$ cat config.mk
export PLATFORM = sky130hd
export DESIGN_NAME = request_encoder
export DESIGN_NICKNAME = d
export VERILOG_FILES = /design/src/rtl/enc_pkg.sv /design/src/rtl/priority_pick.sv /design/src/rtl/request_encoder.sv
export SDC_FILE = /design/constraint.sdc
export NUM_CORES = 1
export LEC_CHECK = 0
export BUFFER_PORTS_ARGS = -buffer_cell sky130_fd_sc_hd__buf_2
export CORE_AREA = 2 2 39 41
export DETAILED_ROUTE_END_ITERATION = 7
export DIE_AREA = 0 0 41 43
export GPL_ROUTABILITY_DRIVEN = 1
export PLACE_DENSITY_LB_ADDON = 0.12
export SKIP_LAST_GASP = 1
export SYNTH_ARGS = -nofsm -noshare
export SYNTH_HDL_FRONTEND = slang
export SYNTH_HIERARCHICAL = 1
export SYNTH_SLANG_ARGS = --single-unit
$ cat constraint.sdc
create_clock -name clk -period 1.5 [get_ports clk]
set_input_delay 0.3 -clock clk [delete_from_list [all_inputs] [get_ports clk]]
set_output_delay 0.3 -clock clk [all_outputs]
set_load 0.03 [all_outputs]
$ cat src/rtl/enc_pkg.sv
// Shared definitions for the request encoder: FSM state encoding and the
// default number of request lines.
package enc_pkg;

  typedef enum logic {
    ST_IDLE    = 1'b0,
    ST_PRESENT = 1'b1
  } state_e;

  localparam int REQ_W = 4;

endpackage

$ cat src/rtl/priority_pick.sv
// Combinational request picker: rotates the request vector so that index
// `start_i` lands at bit 0, finds the first set bit, then maps that position
// back to an absolute index. Fixed-priority mode pins the start to 0.
module priority_pick
  import enc_pkg::*;
#(
  parameter  int N_REQ       = REQ_W,
  parameter  int ROUND_ROBIN = 0,
  localparam int ADDR_W      = $clog2(N_REQ)
) (
  input  logic [N_REQ-1:0]  vec_i,
  input  logic [ADDR_W-1:0] start_i,
  output logic [ADDR_W-1:0] idx_o,
  output logic              any_o
);

  logic [ADDR_W-1:0]  start_eff;
  logic [2*N_REQ-1:0] dbl;
  logic [2*N_REQ-1:0] shifted;
  logic [N_REQ-1:0]   rot;

  assign start_eff = (ROUND_ROBIN != 0) ? start_i : '0;

  // Doubling the vector turns the rotation into a plain right shift:
  // rot[k] holds vec[(start + k) mod N_REQ].
  assign dbl     = {vec_i, vec_i};
  assign shifted = dbl >> start_eff;
  assign rot     = shifted[N_REQ-1:0];
  assign any_o   = |vec_i;

  // Find first set bit of the rotated vector; scanning high-to-low lets the
  // lowest rotated position win. The add wraps naturally modulo N_REQ.
  always_comb begin
    idx_o = '0;
    for (int k = N_REQ - 1; k >= 0; k--) begin
      if (rot[k]) begin
        idx_o = start_eff + k[ADDR_W-1:0];
      end
    end
  end

endmodule

$ cat src/rtl/request_encoder.sv
// Sequential N-to-log2(N) request encoder. Requests accumulate in a sticky
// pending register; one is picked and presented as a binary address with a
// valid/ack handshake, suitable for driving a decoder's address and enable.
module request_encoder
  import enc_pkg::*;
#(
  parameter  int N_REQ       = REQ_W,
  parameter  int ROUND_ROBIN = 0,
  localparam int ADDR_W      = $clog2(N_REQ)
) (
  input  logic              clk,
  input  logic              reset_n,
  input  logic              enable,
  input  logic [N_REQ-1:0]  req,
  input  logic              ack,
  output logic              valid,
  output logic [ADDR_W-1:0] address,
  output logic [N_REQ-1:0]  pending
);

  state_e            state_q, state_d;
  logic              valid_q, valid_d;
  logic [ADDR_W-1:0] addr_q, addr_d;
  logic [ADDR_W-1:0] last_q, last_d;
  logic [N_REQ-1:0]  pend_q, pend_d;
  logic [N_REQ-1:0]  clr;
  logic [N_REQ-1:0]  cand;
  logic [ADDR_W-1:0] start;
  logic [ADDR_W-1:0] pick_idx;
  logic              pick_any;

  // Requests arriving this cycle are eligible immediately, giving one-cycle
  // latency from req to valid.
  assign cand  = pend_q | req;
  assign start = last_q + ADDR_W'(1);

  priority_pick #(
    .N_REQ       (N_REQ),
    .ROUND_ROBIN (ROUND_ROBIN)
  ) u_pick (
    .vec_i   (cand),
    .start_i (start),
    .idx_o   (pick_idx),
    .any_o   (pick_any)
  );

  // Next-state logic: grant from IDLE, release on ack; the pending update
  // clears the granted bit first and then ORs new requests, so a same-index
  // request in the ack cycle survives.
  always_comb begin
    state_d = state_q;
    valid_d = valid_q;
    addr_d  = addr_q;
    last_d  = last_q;
    clr     = '0;
    case (state_q)
      ST_IDLE: begin
        if (enable && pick_any) begin
          state_d = ST_PRESENT;
          valid_d = 1'b1;
          addr_d  = pick_idx;
        end
      end
      ST_PRESENT: begin
        if (ack) begin
          state_d = ST_IDLE;
          valid_d = 1'b0;
          last_d  = addr_q;
          clr     = N_REQ'(1) << addr_q;
        end
      end
      default: state_d = ST_IDLE;
    endcase
    pend_d = (pend_q & ~clr) | (enable ? req : '0);
  end

  // State, output and pending registers with synchronous active-low reset;
  // rotation restarts at index 0 because last grant resets to N_REQ-1.
  always_ff @(posedge clk) begin
    if (!reset_n) begin
      state_q <= ST_IDLE;
      valid_q <= 1'b0;
      addr_q  <= '0;
      last_q  <= ADDR_W'(N_REQ - 1);
      pend_q  <= '0;
    end else begin
      state_q <= state_d;
      valid_q <= valid_d;
      addr_q  <= addr_d;
      last_q  <= last_d;
      pend_q  <= pend_d;
    end
  end

  assign valid   = valid_q;
  assign address = addr_q;
  assign pending = pend_q;

endmodule

Word level (Yosys, flattened, before mapping)
Index checks and enable logic that the tools add are counted.
Cells by class
  eq/ne operators: 2
  shifts and indexed selects: 1
  multiplexer cells: 13
  bitwise logic cells: 5
  reductions and logical operators: 4
Operators by type and width (number)
  $mux 4: 3
  $mux 2: 4
  $or 4x4->4: 2
  $and 4x4->4: 1
  $mux 1: 4
  $ne 2x2->1 const B: 2
  $not 4->4: 1
  $pmux 1 s2: 2
  $reduce_and 2->1: 2
  $reduce_or 4->1: 1
  $shl 1x2->4 const A: 1
  $logic_and 1x1->1: 1
  $not 1->1: 1
Word-level totals
  bits in registers: 8
  bits of input ports: 8
  output and inout bits: 7
  word-level logic and storage cells: 29

Longest topological paths before layout
Gate-level depths: netlist (run 1).
  depth in word-level cells: 6
  depth in mapped cells: 6
  gate-level depth less buffers: 5

Hierarchy
The synthesis (run 1) kept the hierarchy.
Modules (own cells, without submodules)
  request_encoder: instances 1, cells each 49, area an instance 447.9 µm²
  priority_pick: instances 1, cells each 7, area an instance 35.0 µm²

Least setup slack after synthesis (run 1)
Ideal clock, no wire load.
  path type: reg-to-reg
  start: reg pend_q[2], in the netlist pending[2]
  end: reg state_q
  library setup time: 115 ps
  data arrival time: 1357 ps
  required time: 1385 ps
  path slack: 28 ps
  stages on the path, launching flop included: 7
  buffers on the path: 1
  period minus slack after synthesis: 1472 ps
  cell sequence: dfxtp_1 or2_2 nor2_1 nand2_1 and3b_1 buf_6 o21a_1
Between the ends
  word-level cells in the longest chain between the ends: 5
RTL lines
  start: declaration: line request_encoder.sv:25  | logic [N_REQ-1:0] pend_q, pend_d;
  start signal: assignment: line request_encoder.sv:91  | pend_q <= pend_d;
  $or 4x4->4: line request_encoder.sv:34  | assign cand = pend_q | req;
  named net cand[2]: line request_encoder.sv:27  | logic [N_REQ-1:0] cand;
  $reduce_or 4->1: line priority_pick.sv:29  | assign any_o = |vec_i;
  named net pick_any: line request_encoder.sv:30  | logic pick_any;
  $logic_and 1x1->1: line request_encoder.sv:58  | if (enable && pick_any) begin
  $mux 1: line request_encoder.sv:58
  $pmux 1 s2: line request_encoder.sv:56  | case (state_q)
  end signal: assignment: line request_encoder.sv:87  | state_q <= state_d;
  end: declaration: line request_encoder.sv:21  | state_e state_q, state_d;
The timed path passes the listed nets, and every way through them passes these cells.
A chain may end at the register's enable or synchronous reset.

Worst setup path after layout (run 1)
  start: reg pend_q[2], in the netlist pending[2]
  end: reg valid_q, in the netlist valid
Between the ends
  word-level cells in the longest chain between the ends: 5
RTL lines
  $or 4x4->4: line request_encoder.sv:34
  named net cand[2]: line request_encoder.sv:27
  $reduce_or 4->1: line priority_pick.sv:29
  named net pick_any: line request_encoder.sv:30
  $logic_and 1x1->1: line request_encoder.sv:58
  $ne 2x2->1 (no source line)
  $reduce_and 2->1 (no source line)
  end signal: assignment: line request_encoder.sv:88  | valid_q <= valid_d;
  end: declaration: line request_encoder.sv:22  | logic valid_q, valid_d;
The timed path passes the listed nets, and every way through them passes these cells.

==> run summary, run 1 <==
The run finished with clean final reports. The largest buffer count on any clock path is 2. The largest fanout on the critical path came out at 4. The number of sinks on the clock net came out at 8. The power density normalized to cell area is 1040 nW/um^2. The area of the placeable core is 1380 um^2. The area of all sequential standard cells is 160 um^2. The worst setup path is captured at a flip-flop. TritonCTS built the clock tree. In this run the worst hold path is classified as input pin to flip-flop. The residual overflow from global routing came out at 0.

At the worst endpoint, the required time is 1.66 ns. The maximum level of the CTS H-tree came out at 1. The antenna diode count is 0. STA classifies the critical path startpoint as a flip-flop. The first detailed-routing pass ran for 4 iterations.

Across the run, the number of max-cap violations was 0. The endpoint arrival time on the critical path came out at 1.51 ns. The number of nets in the final layout is 72.

Once the floorplan was initialized, standard cells occupied 29.1% of the core. For the pin with the worst max-slew slack, the measured transition is 0.202 ns. The number of setup violations in the final report is 0.

For this run, design rule violations remaining after detail routing come to 0. The die outline area is 1760 um^2. Dividing the detail-routed via count by the number of cells gives 4.73.

Dividing the final minimum period by the clock period gives 90.2%. Averaged over all synthesized cells, the footprint is 8.39 um^2. The area growth from synthesis to layout is 22.7%. The filler cell count in the final layout came out at 167. The horizontal die dimension is 41 um. The clock insertion delay at the later pin of the skew report came out at 0.26 ns. The number of buffers inserted by hold repair at cts came out at 0.

The fraction of final layout cells with drive strength greater than 1 is 37.1%. Synthesis produced a netlist with a net count of 56. The post-synthesis instance area came out at 403 um^2. Setup repair after global routing left no endpoint under its margin.

The final-layout setup total negative slack is 0 ns. The highest clock frequency the design can meet is 0.740 GHz. The number of buffers added on ports is 14. In this run the core area contains 14 standard-cell rows. The clock transition at the register clock pins on the worst setup and hold paths after CTS is 0.06 ns.

The first-pass GRT wire length is 1280 um. The via count is 369. The I/O pin count is 15. In this run the tightest slew margin relative to its limit is 86.5%. The number of post-CTS setup repair buffers is 0. The startpoint-to-endpoint class of the critical path is flip-flop to flip-flop. The vertical die dimension is 43 um.

The number of pins with negative max-slew slack in the final report came out at 0. For the finished layout, the period the worst path requires is 1.35 ns. The number of failing hold endpoints at the final stage came out at 0. Synthesis produced a netlist whose cell count is 48.

Across every metal layer, demand over resource in global routing totals 11.9%. The count of cells resized by post-cts repair came out at 0. In this run, placement finished with an instance count of 75. The multi-input combinational cells in the finished layout cover a total of 214 um^2. The maximum number of pins on one net before global-route repair is 10. The Yosys warning count came out at 6. The iteration-0 DRC count of the detailed router is 4. The static leakage power is 0.231 nW. The half-perimeter wire length of the detailed placement result is 648 um. Leaving out filler cells and counting taps, the final layout contains 78. The placer's final routability congestion estimate came out at 0.648.

The number of antenna violations at the first check in global routing is 0. The CTS buffer count came out at 3. The count of nets left with antenna violations once routing finished came out at 0. The number of global-route vias before repair came out at 301.

The total wirelength of the detailed-routed design is 846 um. The setup clock skew after layout is 0.00730 ns. In the final routed layout, each cell accounts on average for 10.8 um.

The tree is rooted in a sky130_fd_sc_hd__clkbuf_4. Across the VDD grid, the largest voltage drop is 0.000415 V.
==> flip-flops by register name, summed over array words and instances (netlist names) <==
name     flops
valid        1
state_q      1
address      2
pending      4
==> area by class of cell <==
type / instances / share of cell area (%)
Inverter: 2 / 1.52
Tap cell: 16 / 4.05
Clock buffer: 3 / 4.56
Multi-Input combinational cell: 35 / 43.3
Sequential cell: 8 / 32.4
Timing Repair Buffer: 14 / 14.2
==> final timing paths <==
path                                         startpoint                      end  depth (start not counted)  slack [ns]
worst max-delay path              pending[2]$_SDFF_PN0_       valid$_SDFFE_PN0P_                          5        0.15
worst min-delay path                             req[2]    pending[2]$_SDFF_PN0_                          3        0.32
worst max register to register    pending[2]$_SDFF_PN0_       valid$_SDFFE_PN0P_                          5        0.15
worst min register to register  address[0]$_SDFFE_PN0P_  address[0]$_SDFFE_PN0P_                          2        0.49
==> report_power, final <==
| part | switching (mW) | total (mW) | internal (mW) |
|---|---|---|---|
| Sequential | 0.00966 | 0.237 | 0.227 |
| Clock | 0.0818 | 0.174 | 0.0922 |
| Combinational | 0.0630 | 0.105 | 0.0418 |
==> cell usage in the layout (no fill, tap or decap) <==
| master | count |
|---|---|
| sky130_fd_sc_hd__a211oi_1 | 2 |
| sky130_fd_sc_hd__a21boi_0 | 1 |
| sky130_fd_sc_hd__a21oi_1 | 6 |
| sky130_fd_sc_hd__a21oi_2 | 1 |
| sky130_fd_sc_hd__a311oi_1 | 2 |
| sky130_fd_sc_hd__and3_1 | 1 |
| sky130_fd_sc_hd__and3b_1 | 2 |
| sky130_fd_sc_hd__buf_2 | 14 |
| sky130_fd_sc_hd__clkbuf_4 | 3 |
| sky130_fd_sc_hd__dfxtp_1 | 8 |
| sky130_fd_sc_hd__inv_1 | 1 |
| sky130_fd_sc_hd__inv_2 | 1 |
| sky130_fd_sc_hd__mux2i_1 | 2 |
| sky130_fd_sc_hd__nand2_1 | 7 |
| sky130_fd_sc_hd__nand2b_1 | 1 |
| sky130_fd_sc_hd__nor2_1 | 2 |
| sky130_fd_sc_hd__nor2b_1 | 1 |
| sky130_fd_sc_hd__nor3_1 | 1 |
| sky130_fd_sc_hd__o21a_1 | 2 |
| sky130_fd_sc_hd__or2_2 | 4 |
==> critical path: stages, from the launching register on <==
cell	delay, ns
sky130_fd_sc_hd__dfxtp_1	0.32
sky130_fd_sc_hd__or2_2	0.30
sky130_fd_sc_hd__nor2_1	0.15
sky130_fd_sc_hd__nand2_1	0.06
sky130_fd_sc_hd__and3b_1	0.23
sky130_fd_sc_hd__o21a_1	0.19
==> layer usage <==
layer / GRT usage [%] / wire [um]
met1: 14.8 / 390
met2: 13.4 / 369
met3: 6.28 / 57
met4: 12.0 / 29
met5: 0 / 0
==> stage by stage <==
stage | hold WS (ns) | setup WS, ns | power (mW) | instance area [um^2] | utilization, %
finish | 0.318 | 0.148 | 0.516 | 494 | 35.7
global route | 0.320 | 0.0775 | 0.547 | 494 | 35.7
CTS | 0.320 | 0.135 | 0.519 | 494 | 35.7
detailed placement | 0.479 | 0.0549 | 0.348 | 472 | 34.1
global placement | 0.481 | 0.0330 | 0.348 | 472 | 34.1
floorplan | 0.460 | 0.0283 | 0.322 | 403 | -
Note: power is estimated with default switching activity, not from simulation.
==> inputs of run 2 (changes only) <==
--- a/config.mk
+++ b/config.mk
@@ -8,5 +8,7 @@
 export BUFFER_PORTS_ARGS = -buffer_cell sky130_fd_sc_hd__buf_2
-export CORE_AREA = 2 2 39 41
+export CELL_PAD_IN_SITES_DETAIL_PLACEMENT = 0
+export CELL_PAD_IN_SITES_GLOBAL_PLACEMENT = 1
+export CORE_MARGIN = 2
+export CORE_UTILIZATION = 34
 export DETAILED_ROUTE_END_ITERATION = 7
-export DIE_AREA = 0 0 41 43
 export GPL_ROUTABILITY_DRIVEN = 1
--- a/constraint.sdc
+++ b/constraint.sdc
@@ -3,2 +3,2 @@
 set_output_delay 0.3 -clock clk [all_outputs]
-set_load 0.03 [all_outputs]
+set_load 0.005 [all_outputs]
==> run 2 against run 1 <==
Compared with the run above:
- maximum frequency fell by 1.3%
- count of clock-buffer cells in the layout did not move
- sequential power about the same
- flip-flop and latch count did not move
- critical path depth did not move
- via count down 1.1%
- global-route usage increased by 2.6 points
- core utilization increased by 8.5 points
- non-clock buffer count stayed put
- highest routed layer is now met3
==> run summary, run 2 (same netlist as run 1, synthesis figures left out) <==
The count of unresolved DRC violations after routing is 0. Among all stages on the critical path, the largest delay is contributed by sky130_fd_sc_hd__dfxtp_1. The CTS buffer count is 3. The number of nets in the final layout is 72. The minimum hold slack came out at 0.330 ns. Input and output buffers added on the ports amount to 14. For this design the total switching power over the nets is 0.129 mW. Setup repair after global routing left no endpoint under its margin.

The number of sinks on the clock net is 8. The setup clock skew after layout came out at 0.00150 ns. The register with the most flip-flops in the layout has 4 of them. The average routed wire per standard cell is 11.4 um. The post-route non-filler standard cell count is 76.

The setup path with the least slack is of type flip-flop to flip-flop. The first-pass GRT wire length came out at 1440 um. For this design, the CTS-stage hold fixing added 0 buffers.

The largest buffer count on any clock path is 2. The flow ran to the end, and the final reports show no timing, DRC or antenna violations. The number of global-route vias before repair is 338.

The total track usage is 14.5%. Static timing analysis puts the maximum clock frequency at 0.730 GHz. The I/O pin count is 15.

The clock insertion delay at the later pin of the skew report is 0.25 ns. The iteration-0 DRC count of the detailed router is 4. STA classifies the critical path endpoint as a flip-flop. The placed instances occupy a cell area of 469 um^2. Global routing consumed, on the met3 layer, 5.23% of the routing resources. The largest fanout on the critical path is 4. The longest individual stage delay on the worst path is 0.31 ns. The number of pins with negative max-slew slack in the final report came out at 0. The number of setup violations in the final report came out at 0. The cell family contributing the most delay on the critical path is simple AND/OR/NAND/NOR gates.

The number of failing hold endpoints at the final stage was 0. The count of cells resized by post-cts repair came out at 0. The area of the placeable core came out at 1110 um^2. The average vias per placed instance is 4.80. OpenSTA, run right after detailed placement, puts the worst setup slack at 0.0437 ns. The portion of total power attributed to combinational logic is 16.8%. The placer's final routability congestion estimate came out at 0.722. Walking the worst path, the cells encountered are or2_2 -> nor2_1 -> nand2_1 -> and3b_1 -> o21a_1.

The library cell used most frequently in the layout, excluding fill and tap cells, is sky130_fd_sc_hd__buf_2. The post-route antenna net violation count came out at 0. The residual overflow from global routing came out at 0. The static leakage power is 0.231 nW. The final period demand of the worst path is 1.37 ns. The first-pass iteration count of the detailed router is 3. The proportion of total power due to net switching came out at 26.3%. The final-layout setup total negative slack came out at 0 ns. The top cell types in the final layout, fill and taps aside, are sky130_fd_sc_hd__buf_2 (14), sky130_fd_sc_hd__dfxtp_1 (8), sky130_fd_sc_hd__nand2_1 (7). The cell internal power dissipation came out at 0.361 mW.

Global routing consumed, on the met2 layer, 21.6% of the routing resources. In this run, the clock network consumes 34.7% of the power. The total number of placement rows is 12.

The maximum level of the CTS H-tree came out at 1. The tree is rooted in a sky130_fd_sc_hd__clkbuf_4. Entering global routing, the biggest net connects 10 pins.

The global routing stage identified its most utilized layer as met2. The starting density of the core is 36.3%. The endpoint arrival time on the critical path is 1.52 ns. Once detailed placement completed, the half-perimeter wirelength came to 639 um.

The sequential fraction of design power came out at 48.5%. The reported max-cap violation count is 0. The peak supply drop came out at 0.000375 V. The antenna diode count came out at 0. The count of buffer and inverter cells on the critical path came out at 0.

Once routing completed, OpenROAD measured the worst setup slack at 0.130 ns. The via count is 365. The power density normalized to cell area came out at 995 nW/um^2. The total wirelength of the detailed-routed design came out at 866 um. The clock transition at the register clock pins on the worst setup and hold paths after CTS is 0.06 ns. The finished cells cover 492 um^2. The post-layout utilization of the core came out at 44.3%.

TritonCTS built the clock tree. The area growth from synthesis to layout is 22.0%. The fraction of final layout cells with drive strength greater than 1 came out at 37.1%. In this run the tightest slew margin relative to its limit is 86.3%. The required time of the critical path is 1.65 ns. The met1 track demand over resource is 18.1%. The number of antenna violations at the first check in global routing was 0. The sort of element at the start of the critical path is a flip-flop.

The vertical die dimension came out at 38.4 um. The horizontal die dimension came out at 38.4 um. The floorplan step defined a die boundary enclosing 1480 um^2. The min-delay analysis places its worst path in the category input pin to flip-flop.

At the pin with the least slew margin, the transition time is 0.204 ns. The number of placed cells counting well taps came out at 73. After clock tree synthesis, the setup repair step added 0 buffers. Dividing the final minimum period by the clock period gives 91.3%. The total power consumption of the routed design is 0.489 mW.
## run 2: cell counts in the layout (fill, tap and decap cells not counted)
No cell type changed its count.
## run 2: worst reg2reg max path, delay by kind of cell (launching register included)
family | cells | cell delay (ns)
AND/OR/NAND/NOR | 4 | 0.76
flip-flops | 1 | 0.31
AO/OA/AOI/OAI | 1 | 0.20
## run 2: path summary, 6_finish.rpt
check	startpoint	to	slack [ns]	cells past startpoint
setup reg to reg	pending[2]$_SDFF_PN0_	valid$_SDFFE_PN0P_	0.13	5
hold reg to reg	address[0]$_SDFFE_PN0P_	address[0]$_SDFFE_PN0P_	0.48	2
setup / recovery	pending[2]$_SDFF_PN0_	valid$_SDFFE_PN0P_	0.13	5
hold / removal	req[2]	pending[2]$_SDFF_PN0_	0.33	3
## run 2: area by class of cell
| class | count | area (um^2) |
|---|---|---|
| fill | 119 | 619 |
| multi-input combinational | 35 | 214 |
| tap | 14 | 17.5 |
| timing repair buffer | 14 | 70.1 |
| clock buffer | 3 | 22.5 |
| inverter | 2 | 7.51 |
| sequential | 8 | 160 |
## run 2: power groups by stage
stage                     combinational (mW)  sequential [mW]  clock, mW
final                                 0.0823            0.237      0.169
after global routing                  0.0935            0.240      0.188
after CTS                             0.0828            0.237      0.178
after detailed placement              0.0823            0.242          0
after global placement                0.0834            0.242          0
after floorplan                       0.0565            0.242          0
## run 2: routing by layer
layer	wire length, um	part of all wire (%)
met2	369	43
met1	429	50
met4	0	0
met5	0	0
met3	67	7.7
==> inputs of run 3 (changes only) <==
ABC_AREA = 1   (was not set)
CORE_UTILIZATION = 29   (was 34)
SYNTH_HIERARCHICAL = not set   (was 1)
==> run 3 against run 2 <==
Compared with the run above:
- sequential power grew 4%
- combinational power grew 28%
- die area rose by 12%
- maximum frequency is 30% higher
==> run summary, run 3 <==
The count of buffer and inverter cells on the critical path is 1. The sequential area share after synthesis came out at 41.2%. Of the available clock period, the critical path in the final layout requires 70.5%.

The end point of the most critical hold path is valid$_SDFFE_PN0P_. TritonCTS built the clock tree. The worst slack at placement came out at 0.421 ns.

In this run, the combinational gates consume 20.3% of the power. The library cells used most frequently in the layout, excluding fill and tap cells, are sky130_fd_sc_hd__nand2_1 (17), sky130_fd_sc_hd__buf_2 (14), sky130_fd_sc_hd__inv_1 (8), sky130_fd_sc_hd__dfxtp_1 (8). The start point of the critical path is address[0]$_SDFFE_PN0P_. Clock latency on the worst-skew pair, taken at its later pin, is 0.25 ns. The worst setup path is launched from a flip-flop. The post-synthesis instance area came out at 389 um^2.

The number of flip-flops under the largest register name came out at 4. Across the VDD grid, the largest voltage drop is 0.000454 V. The clock tree root driver cell is sky130_fd_sc_hd__clkbuf_4. The area of the placeable core is 1270 um^2.

The post-route non-filler standard cell count came out at 91. The congestion estimate from routability-driven global placement came to 0.745. The fraction of synthesized cell area taken by the top area cell type came out at 41.2%. Setup slack on the critical path of the routed design comes to 0.442 ns. Internal power comes to 0.369 mW. The number of enable flip-flop cells after synthesis came out at 0.

The number of nets handed over by synthesis was 67. The clock transition at the register clock pins on the worst setup and hold paths after CTS is 0.05 ns. The library cell used most frequently in the layout, excluding fill and tap cells, is sky130_fd_sc_hd__nand2_1.

The length in cells of the worst reg-to-reg path is 6. The clock network fraction of total power came out at 32.1%. In this run the critical register-to-register path is launched from pending[0]$_SDFF_PN0_. STA puts the critical path data required time at 1.20 ns.

The total power consumption of the routed design is 0.518 mW. The final-layout setup total negative slack is 0 ns. The number of buffers added on ports came out at 14. Traced cell by cell, the critical path runs through buf_2.

Based on the critical path, the design can be clocked at up to 0.945 GHz. STA classifies the critical path endpoint as a primary output. The first-pass GRT wire length is 1420 um.

The CTS buffer count is 3. 0 antenna diodes ended up in the layout. The number of global-route vias before repair was 353. In the post-synthesis netlist, the biggest area contributors are sky130_fd_sc_hd__dfxtp_1 (41%), sky130_fd_sc_hd__nand2_1 (16%), sky130_fd_sc_hd__inv_1 (7.7%). For the worst setup path, the data arrival time is 0.76 ns. The fraction of final layout cells with drive strength greater than 1 is 32.9%. The average cell area after synthesis came out at 6.60 um^2. The synthesized design contains 8 register bits.

The average routed wire per standard cell is 9.76 um. The worst hold path belongs to the class input pin to flip-flop. The most used flip-flop cell after synthesis is sky130_fd_sc_hd__dfxtp_1.

Setup repair after global routing left no endpoint under its margin. The post-route antenna net violation count is 0. The average vias per placed instance is 4.24. Buffers added to address setup during post-CTS repair amount to 0. The largest buffer count on any clock path is 2.

In this run, the number of DRC markers left after iteration 0 of detailed routing was 9. After floorplanning, the core was divided into 13 placement rows. The slew at the pin with the worst max-slew slack is 0.161 ns.

For this design the ratio of total power to cell area is 1030 nW/um^2. The reg-to-reg setup timing slack came out at 0.51 ns. The commonest cells after synthesis are sky130_fd_sc_hd__nand2_1 (17), sky130_fd_sc_hd__dfxtp_1 (8), sky130_fd_sc_hd__inv_1 (8). The first-pass iteration count of the detailed router came out at 4. The longest individual stage delay on the worst path is 0.37 ns. The final period demand of the worst path is 1.06 ns. 15 I/O pins were placed. The slowest stage of the critical path belongs to the cell sky130_fd_sc_hd__dfxtp_1. The number of pins with negative max-slew slack in the final report is 0. The area growth from synthesis to layout came out at 28.6%. The total track usage is 13.6%.

The number of failing hold endpoints at the final stage is 0. The share of flip-flops with an asynchronous set or reset after synthesis came out at 0%. The vertical die dimension is 40.6 um.

During synthesis, Yosys emitted a total of 0 warnings. Counting every sink on the clock net gives 8. The residual overflow from global routing is 0. The count of mapped cells out of synthesis is 59. The run finished with clean final reports. Broken down by cell family, the worst path's largest delay share belongs to flip-flops.

The sequential fraction of design power came out at 47.6%. The count of cells resized by post-cts repair came out at 0. The worst hold path begins at reset_n. Clock skew on the completed layout was measured at 0.00107 ns. The capturing point of the worst reg2reg path is state_q$_SDFF_PN0_. The number of setup violations in the final report came out at 0. Hold repair after CTS inserted 0 buffers. The maximum level of the CTS H-tree is 1. The largest fanout on the critical path came out at 4. The die covers 1650 um^2. From left edge to right edge, the die measures 40.6 um. The critical path is of the flip-flop to primary output type. Max-cap violations in this run came to 0. Once detailed placement completed, the half-perimeter wirelength came to 709 um. The power dissipated by switching net loads is 0.149 mW.

For this block, the via count after detailed routing is 386. The worst max-slew margin expressed relative to the limit came out at 89.2%. The static leakage power is 0.269 nW.

In this run the number of cells on the critical path is 1. In this run switching power makes up 28.7% of total power. The hold path depth came out at 3. After detailed routing, the number of remaining DRC violations is 0. Counting tap cells, the placed design contains a total of 88 instances. The initial utilization of the core area, before any placement, comes to 30.7%. The number of nets in the final layout is 86. The largest area contributor in the synthesized netlist is sky130_fd_sc_hd__dfxtp_1. The total wirelength of the detailed-routed design is 888 um. The minimum hold slack came out at 0.302 ns.

The number of antenna violations at the first check in global routing came out at 0. The most frequently used cell type in the post-synthesis netlist is sky130_fd_sc_hd__nand2_1. The number of distinct library cells after synthesis is 13. The maximum number of pins on one net before global-route repair came out at 6.
## run 3: cell type report
type	instances	area (um^2)
multi-input cells	41	191
flip-flops and latches	8	160
well taps	15	18.8
clock buffers	3	22.5
repair buffers	14	70.1
fillers	151	768
inverters	10	37.5
## run 3: metal layers
layer / GRT usage (%) / part of all wire (%) / wire [um] / up-vias
li1: - / - / - / 215
met1: 18.6 / 48 / 425 / 160
met2: 19.4 / 46 / 408 / 11
met3: 3.26 / 6.1 / 54 / 0
met4: 7.50 / 0 / 0 / 0
met5: 0 / 0 / 0 / -
## run 3: power groups by stage
stage	logic, mW	clock network (mW)	registers [mW]
2_1_floorplan	0.0641	0	0.251
3_3_place_gp	0.107	0	0.251
3_5_place_dp	0.107	0	0.251
4_1_cts	0.108	0.176	0.246
5_1_grt	0.124	0.187	0.250
6_report	0.105	0.166	0.246
## run 3: per-stage QoR
step	instance area (um^2)	util, %
2_1_floorplan	389	-
3_3_place_gp	478	37.7
3_5_place_dp	478	37.7
4_1_cts	500	39.4
5_1_grt	500	39.4
6_report	500	39.4
## run 3: kinds of logic (layout without fill, tap and decap cells)
group / Yosys count / in the layout / share of synthesized area [%]
AND/OR/NAND/NOR: 30 / 30 / 35.0
AO/OA/AOI/OAI: 11 / 11 / 14.1
buffers and inverters: 10 / 27 / 9.65
flip-flops: 8 / 8 / 41.2
## run 3: worst max-delay path by stage
stage,end
global placement,valid$_SDFFE_PN0P_
global route,address[1]
finish,address[0]
floorplan,valid$_SDFFE_PN0P_
CTS,address[0]
detailed placement,state_q$_SDFF_PN0_
## run 3: worst min-delay path, delay by kind of cell
kind / cells / cell delay [ns]
compound gates: 1 / 0.07
buf+inv: 2 / 0.16
